**src/rtl/redmule_x_feeder.sv**
```systemverilog
// rtl/redmule_x_feeder.sv - X buffer feeder: 2-entry skid FIFO, column mask, per-tile full/rst_w_index handshake
module redmule_x_feeder #(
   parameter  int unsigned DW    = 288,
   parameter  int unsigned BITW  = 16,
   parameter  int unsigned Width = 12,
   localparam int unsigned NE    = DW / BITW,
   localparam int unsigned RW    = $clog2(Width) + 1,
   localparam int unsigned EW    = $clog2(NE) + 1
) (
   input  logic          clk_i,
   input  logic          rst_ni,
   input  logic          clear_i,
   input  logic          start_i,
   input  logic [RW-1:0] cfg_rows_i,
   input  logic [EW-1:0] cfg_elems_i,
   input  logic [15:0]   cfg_tiles_i,
   input  logic          x_valid_i,
   output logic          x_ready_o,
   input  logic [DW-1:0] x_data_i,
   output logic          load_o,
   output logic [DW-1:0] data_o,
   input  logic          buf_full_i,
   input  logic          refill_req_i,
   output logic          rst_w_index_o,
   output logic          busy_o,
   output logic          done_o
);

   localparam logic [1:0]    IDLE      = 2'd0;
   localparam logic [1:0]    LOAD      = 2'd1;
   localparam logic [1:0]    WAIT_FULL = 2'd2;
   localparam logic [1:0]    DONE      = 2'd3;
   localparam logic [RW-1:0] ROWS_MAX  = RW'(Width);
   localparam logic [EW-1:0] NE_E      = EW'(NE);

   logic [1:0]    r_state;
   logic [RW-1:0] r_rows;
   logic [RW-1:0] r_row_cnt;
   logic [15:0]   r_tiles;
   logic [15:0]   r_tile_cnt;
   logic [NE-1:0] r_keep;
   logic [DW-1:0] r_mem [2];
   logic          r_wptr;
   logic          r_rptr;
   logic [1:0]    r_cnt;

   logic          w_busy;
   logic          w_push;
   logic          w_pop;
   logic          w_ack;
   logic [NE-1:0] w_keep;
   logic [DW-1:0] w_head;
   logic [DW-1:0] w_data;

   assign w_busy    = (r_state == LOAD) || (r_state == WAIT_FULL);
   assign x_ready_o = w_busy && (r_cnt != 2'd2);
   assign w_push    = x_valid_i && x_ready_o;
   assign w_pop     = (r_state == LOAD) && (r_cnt != 2'd0) && (r_row_cnt < r_rows);
   assign w_ack     = (r_state == WAIT_FULL) && buf_full_i && refill_req_i;
   assign w_head    = r_mem[r_rptr];

   // Per-element keep mask, captured once at start so the datapath only sees a register.
   always_comb begin
      w_keep = '0;
      for (int e = 0; e < NE; e++) begin
         w_keep[e] = (cfg_elems_i == '0) || (cfg_elems_i >= NE_E) || (EW'(e) < cfg_elems_i);
      end
   end

   always_comb begin
      w_data = '0;
      if (w_pop) begin
         for (int e = 0; e < NE; e++) begin
            if (r_keep[e]) w_data[e*BITW +: BITW] = w_head[e*BITW +: BITW];
         end
      end
   end

   assign load_o        = w_pop;
   assign data_o        = w_data;
   assign rst_w_index_o = w_ack;
   assign busy_o        = w_busy;
   assign done_o        = (r_state == DONE);

   always_ff @(posedge clk_i) begin
      if (w_push) r_mem[r_wptr] <= x_data_i;
   end

   always_ff @(posedge clk_i or negedge rst_ni) begin
      if (!rst_ni) begin
         r_state    <= IDLE;
         r_rows     <= '0;
         r_row_cnt  <= '0;
         r_tiles    <= '0;
         r_tile_cnt <= '0;
         r_keep     <= '0;
         r_wptr     <= 1'b0;
         r_rptr     <= 1'b0;
         r_cnt      <= 2'd0;
      end else if (clear_i) begin
         r_state    <= IDLE;
         r_rows     <= '0;
         r_row_cnt  <= '0;
         r_tiles    <= '0;
         r_tile_cnt <= '0;
         r_keep     <= '0;
         r_wptr     <= 1'b0;
         r_rptr     <= 1'b0;
         r_cnt      <= 2'd0;
      end else begin
         if (w_push) r_wptr <= ~r_wptr;
         if (w_pop)  r_rptr <= ~r_rptr;
         r_cnt <= r_cnt + {1'b0, w_push} - {1'b0, w_pop};
         case (r_state)
            IDLE: begin
               if (start_i) begin
                  r_rows     <= (cfg_rows_i == '0) ? ROWS_MAX : cfg_rows_i;
                  r_tiles    <= cfg_tiles_i;
                  r_keep     <= w_keep;
                  r_row_cnt  <= '0;
                  r_tile_cnt <= '0;
                  r_state    <= (cfg_tiles_i == 16'd0) ? DONE : LOAD;
               end
            end
            LOAD: begin
               if (w_pop) begin
                  r_row_cnt <= r_row_cnt + 1'b1;
                  if (r_row_cnt + 1'b1 == r_rows) r_state <= WAIT_FULL;
               end
            end
            WAIT_FULL: begin
               if (w_ack) begin
                  r_row_cnt  <= '0;
                  r_tile_cnt <= r_tile_cnt + 16'd1;
                  r_state    <= (r_tile_cnt + 16'd1 == r_tiles) ? DONE : LOAD;
               end
            end
            default: begin
               // Rows left in the FIFO belong to no tile; drop them on the way back to IDLE.
               r_state <= IDLE;
               r_wptr  <= 1'b0;
               r_rptr  <= 1'b0;
               r_cnt   <= 2'd0;
            end
         endcase
      end
   end

endmodule

```
**config.mk**
```make
export PLATFORM = sky130hd
export DESIGN_NAME = redmule_x_feeder
export DESIGN_NICKNAME = d
export VERILOG_FILES = /design/src/rtl/redmule_x_feeder.sv
export SDC_FILE = /design/constraint.sdc
export NUM_CORES = 1
export LEC_CHECK = 0
export ABC_AREA = 1
export CAP_MARGIN = 20
export CORE_AREA = 8 8 246 225
export CTS_BUF_LIST = sky130_fd_sc_hd__clkbuf_16
export DETAILED_ROUTE_END_ITERATION = 10
export DIE_AREA = 0 0 254 233
export GPL_TIMING_DRIVEN = 0
export PLACE_DENSITY = 0.8
export SYNTH_ARGS = -nofsm -noshare
export SYNTH_HDL_FRONTEND = slang
export SYNTH_SLANG_ARGS = --single-unit
```
**constraint.sdc**
```tcl
create_clock -name clk_i -period 16.33 [get_ports clk_i]
set_input_delay 1.633 -clock clk_i [delete_from_list [all_inputs] [get_ports clk_i]]
set_output_delay 1.633 -clock clk_i [all_outputs]
set_load 0.02 [all_outputs]
```
======== Word-level counts from Yosys, hierarchy flattened ========
Memory sizes are Yosys's and may differ from the RTL's.
Index checks and enable logic that the tools add are counted.
cells by class
  mux-type cells .......................... 56
  divide/modulo/power cells ............... 0
  multipliers ............................. 0
  reduce and logical (&&, ||, !) cells .... 40
  equality and inequality tests ........... 12
  shift operators ......................... 0
  add/sub/neg operators ................... 4
  bitwise logic cells ..................... 2
  magnitude comparators ................... 20
operators with widths
  kind                   count
  $mux 16                24
  $mux 288               1
  $mux 18                3
  $lt 4x6->1 const A     8
  $mux 5                 8
  $pmux 16 s2            1
  $lt 3x6->1 const A     4
  $logic_or 1x1->1       20
  $mux 2                 9
  $add 16x1->16 const B  1
  $eq 16x16->1           1
  $logic_not 16->1       1
  $pmux 5 s3             1
  $lt 1x6->1 const A     2
  $lt 2x6->1 const A     2
  $lt 5x6->1 const A     2
  $ne 3x3->1 const B     3
  $mux 1                 8
  $reduce_and 4->1       2
  $ge 6x5->1 const B     1
  $logic_and 1x1->1      6
  $logic_not 6->1        1
  $ne 3x1->1 const B     2
  $pmux 2 s3             1
  18 further kinds       22
storage, ports and cells
  output and inout bits ................... 293
  bits in latches ......................... 0
  memories kept ........................... 1
  flip-flop bits (word level) ............. 66
  bits in read-only memories .............. 0
  bits of input ports ..................... 322
  RAM bits ................................ 576
  word-level logic and storage cells ...... 144
memory list
  name   words  width  read ports  clocked after Yosys merged registers in  write ports  line  source
  r_mem  2      288    1           0                                        1            42    logic [DW-1:0] r_mem [2];

======== Logic depth before layout (Yosys ltp) ========
Gate-level depths: netlist (run 1).
  word-level depth ........................ 8
  depth in mapped cells ................... 15
  mapped depth without buffers ............ 15

======== Least setup slack after synthesis (run 1) ========
No wires, ideal clock.
  path kind ............................... in2reg
  from .................................... in x_valid_i
  to ...................................... mem r_mem[0][0], enable pin
  arrival time ............................ 13734 ps
  data required time ...................... 15386 ps
  cell stages on the path ................. 2
  path buffers ............................ 0
  path slack .............................. 1651 ps
  library setup time ...................... 944 ps
  cell sequence ........................... nand2_1 -> nor2_1
on the way
  cells in the longest elaborated chain, start to end .. 3
RTL lines
  what                          line  source
  start, declared               17    input logic x_valid_i,
  $logic_and 1x1->1             57    assign w_push = x_valid_i && x_ready_o;
  $mux 1                        86    if (w_push) r_mem[r_wptr] <= x_data_i;
  $mux 1 (implied by the code)  86
  end, declared                 42
No other way between the ends.

======== Worst setup path in the final report (run 1) ========
  from .................................... reg r_row_cnt[2]
  to ...................................... out data_o[124]
on the way
  cells in the longest elaborated chain, start to end .. 3
RTL lines
  what                    line  source
  start, declared         38    logic [RW-1:0] r_row_cnt;
  start signal, assigned  127   r_row_cnt <= r_row_cnt + 1'b1;
  $lt 5x5->1              58    assign w_pop = (r_state == LOAD) && (r_cnt != 2'd0) && (r_row_cnt < r_rows);
  $logic_and 1x1->1       58
  $mux 288                72    if (w_pop) begin
  end, declared           21    output logic [DW-1:0] data_o,
No other way between the ends.

==> results of run 1 <==
==> through the flow <==
stage | instances | area, um^2 | hold slack [ns] | setup WS [ns] | setup TNS [ns]
after floorplan | 2041 | 25300 | 0.442 | 1.65 | 0
after global placement | 3343 | 32300 | 0.458 | -5.28 | -3006.74
after detailed placement | 3363 | 32700 | 0.466 | 11.61 | 0
after CTS | 3482 | 34800 | 0.482 | 10.95 | 0
after global routing | 3493 | 34800 | 0.502 | 10.71 | 0
final | 3495 | 34800 | 0.483 | 10.99 | 0
==> flip-flops by register name (all words and copies together) (netlist names) <==
signal and flops:
r_cnt 2, r_keep 18, r_mem 576, r_row_cnt 5
r_rows 5, r_rptr 1, r_state 2, r_tile_cnt 16
r_tiles 16, r_wptr 1
==> cell usage in the layout (no fill, tap or decap), drive strengths merged, types with 2 or more instances in the layout <==
| master | Yosys | layout |
|---|---|---|
| a21boi | 2 | 2 |
| a21oi | 294 | 294 |
| a22o | 4 | 4 |
| buf | 25 | 46 |
| bufinv | 0 | 5 |
| clkbuf | 66 | 133 |
| clkdlybuf4s50 | 0 | 613 |
| clkinv | 0 | 21 |
| clkinvlp | 0 | 2 |
| dfrtp | 66 | 66 |
| diode | 0 | 13 |
| edfxtp | 576 | 576 |
| ha | 13 | 13 |
| inv | 83 | 107 |
| nand2 | 729 | 729 |
| nand3 | 44 | 44 |
| nand3b | 2 | 2 |
| nand4 | 13 | 13 |
| nor2 | 42 | 42 |
| nor3 | 7 | 7 |
| o211ai | 2 | 2 |
| o21ai | 34 | 34 |
| o22ai | 21 | 21 |
| xnor2 | 2 | 2 |
| xor2 | 6 | 6 |
==> power groups by stage <==
stage               logic [mW]  registers, mW  clock network (mW)
finish                   0.960           2.23                1.45
CTS                      0.963           2.23                1.48
detailed placement       0.953           2.26                   0
global placement         0.846           2.52                   0
floorplan                0.499           2.42                   0
global route              1.05           2.26                1.53
==> worst max-delay path, cell delays in order, from the launching register on <==
cell and delay [ns]:
dfrtp_1 0.44, ha_1 0.32, nand2_1 0.07, inv_1 0.03
o21ai_1 0.11, nand4_1 0.23, inv_2 0.24, nand2_1 0.34
clkbuf_1 0.38, a21oi_1 0.23, clkdlybuf4s50_1 0.70
==> path summary, 6_finish.rpt <==
kind,to,depth (start not counted)
worst max-delay path,data_o[124],10
worst min-delay path,r_keep[3],2
worst max register to register,r_mem[0][149],10
worst min register to register,r_keep[3],2
max in group asynchronous,r_rptr,1
min in group asynchronous,r_tiles[9],1
==> per-layer routing <==
| metal | up-vias | global-route usage |
|---|---|---|
| li1 | 8559 | - |
| met1 | 9214 | 0.295 |
| met2 | 924 | 0.445 |
| met3 | 181 | 0.0899 |
| met4 | 10 | 0.101 |
| met5 | - | 0 |
==> cell families (layout without fill, tap and decap cells) <==
kind of cell    Yosys count  in the layout
compound gates          363            363
flops                   642            642
simple gates            840            840
fa+ha+maj                13             13
other cells               0             13
buf+inv                 174            927
xor+xnor                  9              9
==> layout make-up <==
class	count	area, um^2	area share
Clock inverter	52	400	0.0115
Tap cell	688	861	0.0247
Multi-Input combinational cell	1225	5560	0.160
Clock buffer	67	1680	0.0482
Timing Repair Buffer	634	6550	0.188
Sequential cell	642	18900	0.545
Inverter	83	312	0.00896
Antenna cell	13	32.5	0.000935
Buffer	91	443	0.0127
==> impl_metrics.yaml, run 1 <==
finish:
  drive_gt1_frac: 0.0598
  nFillCells: 3466
  syn_to_final_growth_pct: 37.8
  final_util: 0.682
  fin_nets: 3078
die:
  io_pins: 615
  start_util: 0.495
  fp.coreArea_um2: 51000
  die_y_um: 233
  die_x_um: 254
  dieArea_um2: 59200
  rows: 79
setup_path:
  r2r-start: "r_state[0]"
  start_kind: "flip-flop"
  startpoint: "r_row_cnt[2]"
  r2r_slack_ns: 12.74
  worstPathMaxFanout: 10
  cp_data_required_time_ns: 14.70
  critPathKind: "reg2out"
  end_kind: "output pin"
  cp.arrival_ns: 3.71
yosys:
  synth-compound-area-share: 0.0750
  yosysUniqueCellTypes: 43
  synthAdderAreaFrac: 0.00644
  async_reset_ff_frac: 0.103
  synth-main-ff-cell: "edfxtp_1"
  synth_xor_area_frac: 0.00367
  ys_warn_count: 0
  netlist_top_cells_area: "edfxtp_1 (69%), nand2_1 (11%), dfrtp_1 (6.5%)"
  synth.avg_cell_area_um2: 12.4
  synthMuxAreaShare: 0
  synthTopCellsByCount: "nand2_1 (715), edfxtp_1 (576), a21oi_1 (293)"
  yosys.area_share.simple: 0.135
  syn-num-nets: 2376
  netlist_instances: 2041
  synth.largest_area_cell: "edfxtp_1"
  yosysMostFrequentCell: "nand2_1"
  synth.top_cell.area_share: 0.685
  ys_seq_area_frac: 0.750
  synth.cell_area_um2: 25300
  synth_top_family_by_area: "simple AND/OR/NAND/NOR gates"
  synth_edf_count: 576
  ys_seq_elements: 642
grt:
  grt_pass1_wl_um: 116000
  grt_max_degree: 67
  grt-ovfl-total: 0
  antenna_found_initial: 19
  grt_pass1_vias: 19300
  track_usage: 0.259
timing:
  slew_headroom: 0.373
  setup_viol: 0
  hold_viol_final: 0
  report.final.slew_viol_count: 0
  tightest_slew_ns: 0.941
  fmax_mhz: 187
  min_period_over_period: 0.327
  finalCriticalPeriod_ns: 5.34
  rsz0062_at_grt: "false"
  fin_worst_skew_ns: 0.0324
min_path:
  hold_class: "reg2reg"
  hold_start: "r_keep[3]"
clocking:
  cts_post_setup_buffers_inserted: 0
  clkTransAtPathRegs_ns: 0.06
  clockBufferDepth: 3
  cts_resized: 0
  h-tree-depth: 3
  hold_buffers: 0
  clk_latency_ns: 0.62
  cts_tree: "done"
  cts_buffers: 66
  numClockSinks: 642
  cts-root-buf: "clkbuf_16"
placed_design:
  post-dp-hpwl_um: 57800
  numPortBuffers: 614
  gp_congestion: 0.906
power:
  power.internal_mw: 3.31
  p_per_area_nw_per_um2: 134
  pwr-share-comb: 0.207
  share_seq_of_total_power: 0.481
  finalPower_mw: 4.65
  power_leakage_nw: 12.6
  peakVddDrop_uv: 114
  swShare: 0.288
  switchingPower_mw: 1.34
  clock_power_share: 0.313
status:
  outcome: "finished, final reports clean"
routing:
  vias_per_cell: 5.40
  drc: 0
  dr.max_layer_used: "met5"
  avgRoutedWirePerCell_um: 22.6
  met3WireLength_um: 7910
  wl_met1_um: 28200
  routed_wirelength_um: 79100
  dr.pass1.iters: 5
  final_antenna_net_count: 0
  wl_met2_um: 40100
  first_iter_violations: 1686
  vias: 18900
run:
  drv_cap: 0
No activity file was read; power rests on OpenSTA's default activity.
==> run 2, diff against run 1 <==
CORE_AREA = 8 8 259 236   (was 8 8 246 225)
DIE_AREA = 0 0 267 244   (was 0 0 254 233)
PLACE_DENSITY = 0.76   (was 0.8)
clock period = 4.4 ns   (was 16.33 ns; I/O delays follow)
==> impl_metrics.yaml, run 2 (synthesis gave the netlist of run 1 again) <==
timing:
  report.final.slew_viol_count: 0
  rsz0062_at_grt: "true"
  setup-tns-final_ns: 0
  hold_ws_ns: 0.415
  slew_headroom: 0.361
  tightest_slew_ns: 0.959
  fin_worst_skew_ns: 0.0139
  min_period_over_period: 0.951
  hold_viol_final: 0
  finalCriticalPeriod_ns: 4.18
  fmax_mhz: 239
  setup_viol: 0
die:
  io_pins: 615
  die_y_um: 244
  rows: 83
  start_util: 0.446
  fp.coreArea_um2: 56600
  die_x_um: 267
  dieArea_um2: 65100
finish:
  largest_register: "r_mem"
  drive_gt1_frac: 0.0634
  register_area_um2: 18900
  multi_input_area_um2: 5600
  fin_nets: 3080
  final_util: 0.619
  largest_reg_flops: 576
  final_common_cell: "nand2_1"
  most-common-layout-cells: "nand2_1 (713), clkdlybuf4s50_1 (613), edfxtp_1 (576)"
  instances_no_fill: 3570
  reg_top3: "r_mem x576, r_keep x18"
  nFillCells: 4226
  fin_area_um2: 35100
  syn_to_final_growth_pct: 38.8
placed_design:
  gp_congestion: 0.918
  placed_area_um2: 32800
  post-dp-hpwl_um: 57300
  dp.cells: 3440
  numPortBuffers: 614
setup_path:
  reg2regPathDepth: 10
  r2r_slack_ns: 1.22
  cp_data_required_time_ns: 3.96
  end_kind: "output pin"
  crit_end: "data_o[121]"
  r2r-start: "r_state[0]"
  cp.arrival_ns: 3.74
  reg2reg_to: "r_mem[0][153]"
  start_kind: "flip-flop"
  startpoint: "r_row_cnt[2]"
  critPathKind: "reg2out"
  worstPathMaxFanout: 10
clocking:
  h-tree-depth: 3
  cts_buffers: 67
  clockBufferDepth: 3
  cts-root-buf: "clkbuf_16"
  numClockSinks: 642
  clkTransAtPathRegs_ns: 0.06
  cts_tree: "done"
  clk_latency_ns: 0.60
power:
  p_per_area_nw_per_um2: 499
  peakVddDrop_uv: 352
  power_leakage_nw: 12.6
grt:
  antenna_found_initial: 16
  track_usage: 0.230
  grt_pass1_vias: 19000
  grt_pass1_wl_um: 115000
  grt-ovfl-total: 0
  grt_max_degree: 67
routing:
  vias: 18700
  dr.pass1.iters: 5
  avgRoutedWirePerCell_um: 21.8
  first_iter_violations: 1552
  vias_per_cell: 5.23
  drc: 0
  final_antenna_net_count: 0
  routed_wirelength_um: 77800
run:
  drv_cap: 0
min_path:
  hold_class: "in2reg"
status:
  outcome: "finished, final reports clean"
-- run 2: cell type report --
| cell class | count | share of cell area |
|---|---|---|
| Sequential cell | 642 | 0.540 |
| Multi-Input combinational cell | 1225 | 0.160 |
| Antenna cell | 11 | 0.000785 |
| Timing Repair Buffer | 635 | 0.188 |
| Clock buffer | 68 | 0.0485 |
| Buffer | 91 | 0.0127 |
| Inverter | 83 | 0.00889 |
| Clock inverter | 50 | 0.0137 |
| Tap cell | 765 | 0.0273 |
-- run 2: repair_timing --
item                       CTS  global route
hold buffers                 1             0
gates resized for setup      0             6
setup endpoints to repair    0            10
hold endpoints to repair    66             0
setup buffers                0             0
-- run 2: per-layer routing --
metal,wire (um),GRT usage,vias to the layer above
met3,6900,0.0727,162
met1,28900,0.264,9135
met5,67,0,-
met4,2750,0.0872,12
li1,-,-,8566
met2,39200,0.399,787
-- run 2: report_power, final --
part / internal [mW] / leakage, nW / total (mW) / switching, mW
Sequential: 7.98 / 6.12 / 8.29 / 0.313
Combinational: 1.27 / 5.40 / 3.61 / 2.35
Clock: 3.25 / 1.11 / 5.59 / 2.34
-- run 2: per-stage QoR --
| stage | power, mW | setup WS (ns) |
|---|---|---|
| 3_5_place_dp | 12.0 | 0.765 |
| 5_1_grt | 18.2 | -0.0112 |
| 2_1_floorplan | 10.4 | -1.47 |
| 6_report | 17.5 | 0.217 |
| 3_3_place_gp | 11.7 | -3.68 |
| 4_1_cts | 17.6 | 0.0917 |
-- run 2: worst min path at each step --
stage	start	endpoint	slack, ns	cells past startpoint
after floorplan	rst_ni	r_cnt[0]	0.14	0
after global placement	r_keep[0]	r_keep[0]	0.46	2
after detailed placement	r_keep[0]	r_keep[0]	0.46	2
after CTS	x_data_i[111]	r_mem[0][111]	0.37	1
after global routing	x_data_i[194]	r_mem[1][194]	0.38	1
final	x_data_i[111]	r_mem[0][111]	0.42	1
-- run 2: critical path: stages (launching register included) --
cell             delay, ns
dfrtp_1               0.45
ha_1                  0.33
nand2_1               0.06
inv_1                 0.03
o21ai_1               0.10
nand4_1               0.27
inv_2                 0.28
nand2_1               0.35
clkbuf_1              0.34
a21oi_1               0.25
clkdlybuf4s50_1       0.68
==> run 3, diff against run 2 <==
GPL_TIMING_DRIVEN = 1   (was 0)
==> impl_metrics.yaml, run 3 (synthesis gave the netlist of run 1 again) <==
status:
  outcome: "finished, final reports clean"
timing:
  fmax_mhz: 236
  hold_ws_ns: 0.349
  setup_viol: 0
  finalCriticalPeriod_ns: 4.24
  hold_viol_final: 0
  tightest_slew_ns: 1.10
  report.final.slew_viol_count: 0
  fin_worst_skew_ns: 0.0212
  rsz0062_at_grt: "true"
  min_period_over_period: 0.963
  slew_headroom: 0.266
setup_path:
  end_kind: "output pin"
  slowest_stage: "clkdlybuf4s50_1"
  crit_top_cell: "nand2_1"
  reg2reg_to: "r_keep[8]"
  worstPathMaxFanout: 16
  r2r_slack_ns: 1.57
  path_cells: "ha_1, nand2_1, inv_1, o21ai_1, nand4_1, inv_2, nand2_1, a21oi_1, clkdlybuf4s50_1"
  cp_data_required_time_ns: 3.96
  start_kind: "flip-flop"
  critPathKind: "reg2out"
  path_depth: 9
  reg2regPathDepth: 9
  r2r-start: "r_state[1]"
  max_stage_delay_ns: 0.70
  cpLargestDelayFamily: "buffers and inverters"
  cp.arrival_ns: 3.80
  path_buf_inv: 3
clocking:
  cts_post_setup_buffers_inserted: 0
  h-tree-depth: 3
  cts-root-buf: "clkbuf_16"
  cts_buffers: 68
  clockBufferDepth: 3
  cts_tree: "done"
  clkTransAtPathRegs_ns: 0.06
  clk_latency_ns: 0.60
  numClockSinks: 642
routing:
  first_iter_violations: 1600
  dr.pass1.iters: 5
  routed_wirelength_um: 78000
  drc: 0
  vias_per_cell: 5.28
  vias: 18500
  avgRoutedWirePerCell_um: 22.3
  final_antenna_net_count: 0
finish:
  drive_gt1_frac: 0.0606
  final_util: 0.609
  fin_nets: 3001
  largest_register: "r_mem"
  final_common_cell: "nand2_1"
  largest_reg_flops: 576
  most-common-layout-cells: "nand2_1 (714), clkdlybuf4s50_1 (613), edfxtp_1 (576)"
  reg_top3: "r_mem x576, r_keep x18"
  instances_no_fill: 3497
  syn_to_final_growth_pct: 36.6
  nFillCells: 4308
grt:
  grt_max_degree: 175
  track_usage: 0.228
  grt-ovfl-total: 0
  antenna_found_initial: 17
  grt_pass1_wl_um: 114000
  grt_pass1_vias: 19000
die:
  die_y_um: 244
  die_x_um: 267
  dieArea_um2: 65100
  rows: 83
  io_pins: 615
  fp.coreArea_um2: 56600
  start_util: 0.446
run:
  drv_cap: 0
placed_design:
  dp.cells: 3359
  numPortBuffers: 614
  post-dp-hpwl_um: 53800
  gp_congestion: 0.903
min_path:
  hold_class: "in2async"
power:
  power_leakage_nw: 12.4
  peakVddDrop_uv: 548
  p_per_area_nw_per_um2: 500
==> run 3: repair_timing <==
item	CTS	global route
gates resized for setup	0	0
setup endpoints to repair	0	47
hold buffers	0	1
hold endpoints to repair	0	15
==> run 3: metrics by stage <==
stage | worst slack [ns] | TNS, ns | power (mW) | cell area, um^2
after floorplan | -1.47 | -841.21 | 10.4 | 25300
after global placement | 0.664 | 0 | 11.8 | 32300
after detailed placement | 0.676 | 0 | 11.9 | 32300
after CTS | 0.0342 | 0 | 17.4 | 34400
after global routing | -0.112 | -1.68 | 17.9 | 34500
final | 0.164 | 0 | 17.3 | 34500
==> run 3: report_power, final <==
part	total [mW]	internal (mW)	switching, mW
logic	3.45	1.13	2.32
registers	8.32	7.99	0.331
clock network	5.48	3.13	2.34
==> run 3: how the worst max path moves through the flow <==
stage	to	start	slack [ns]
global placement	data_o[143]	r_row_cnt[2]	0.66
detailed placement	data_o[143]	r_row_cnt[2]	0.68
CTS	data_o[35]	r_row_cnt[2]	0.03
finish	data_o[35]	r_row_cnt[2]	0.16
global route	data_o[62]	r_state[1]	-0.11
floorplan	r_mem[0][0]	r_state[0]	-1.47
==> run 3: layer usage <==
| metal | routed length (um) | up-vias | share of wire | GRT usage |
|---|---|---|---|---|
| met2 | 40000 | 863 | 0.51 | 0.394 |
| met1 | 28200 | 9015 | 0.36 | 0.262 |
| met4 | 2970 | 14 | 0.038 | 0.0923 |
| met3 | 6820 | 188 | 0.087 | 0.0706 |
| met5 | 98 | - | 0.0013 | 0 |
| li1 | - | 8392 | - | - |
==> run 3: cell type report <==
| type | count | area (um^2) | share of cell area |
|---|---|---|---|
| Antenna cell | 10 | 25.0 | 0.000726 |
| Clock buffer | 70 | 1750 | 0.0508 |
| Timing Repair Buffer | 646 | 6510 | 0.189 |
| Multi-Input combinational cell | 1225 | 5590 | 0.162 |
| Tap cell | 765 | 957 | 0.0278 |
| Inverter | 83 | 319 | 0.00925 |
| Clock inverter | 56 | 378 | 0.0110 |
| Sequential cell | 642 | 19000 | 0.550 |
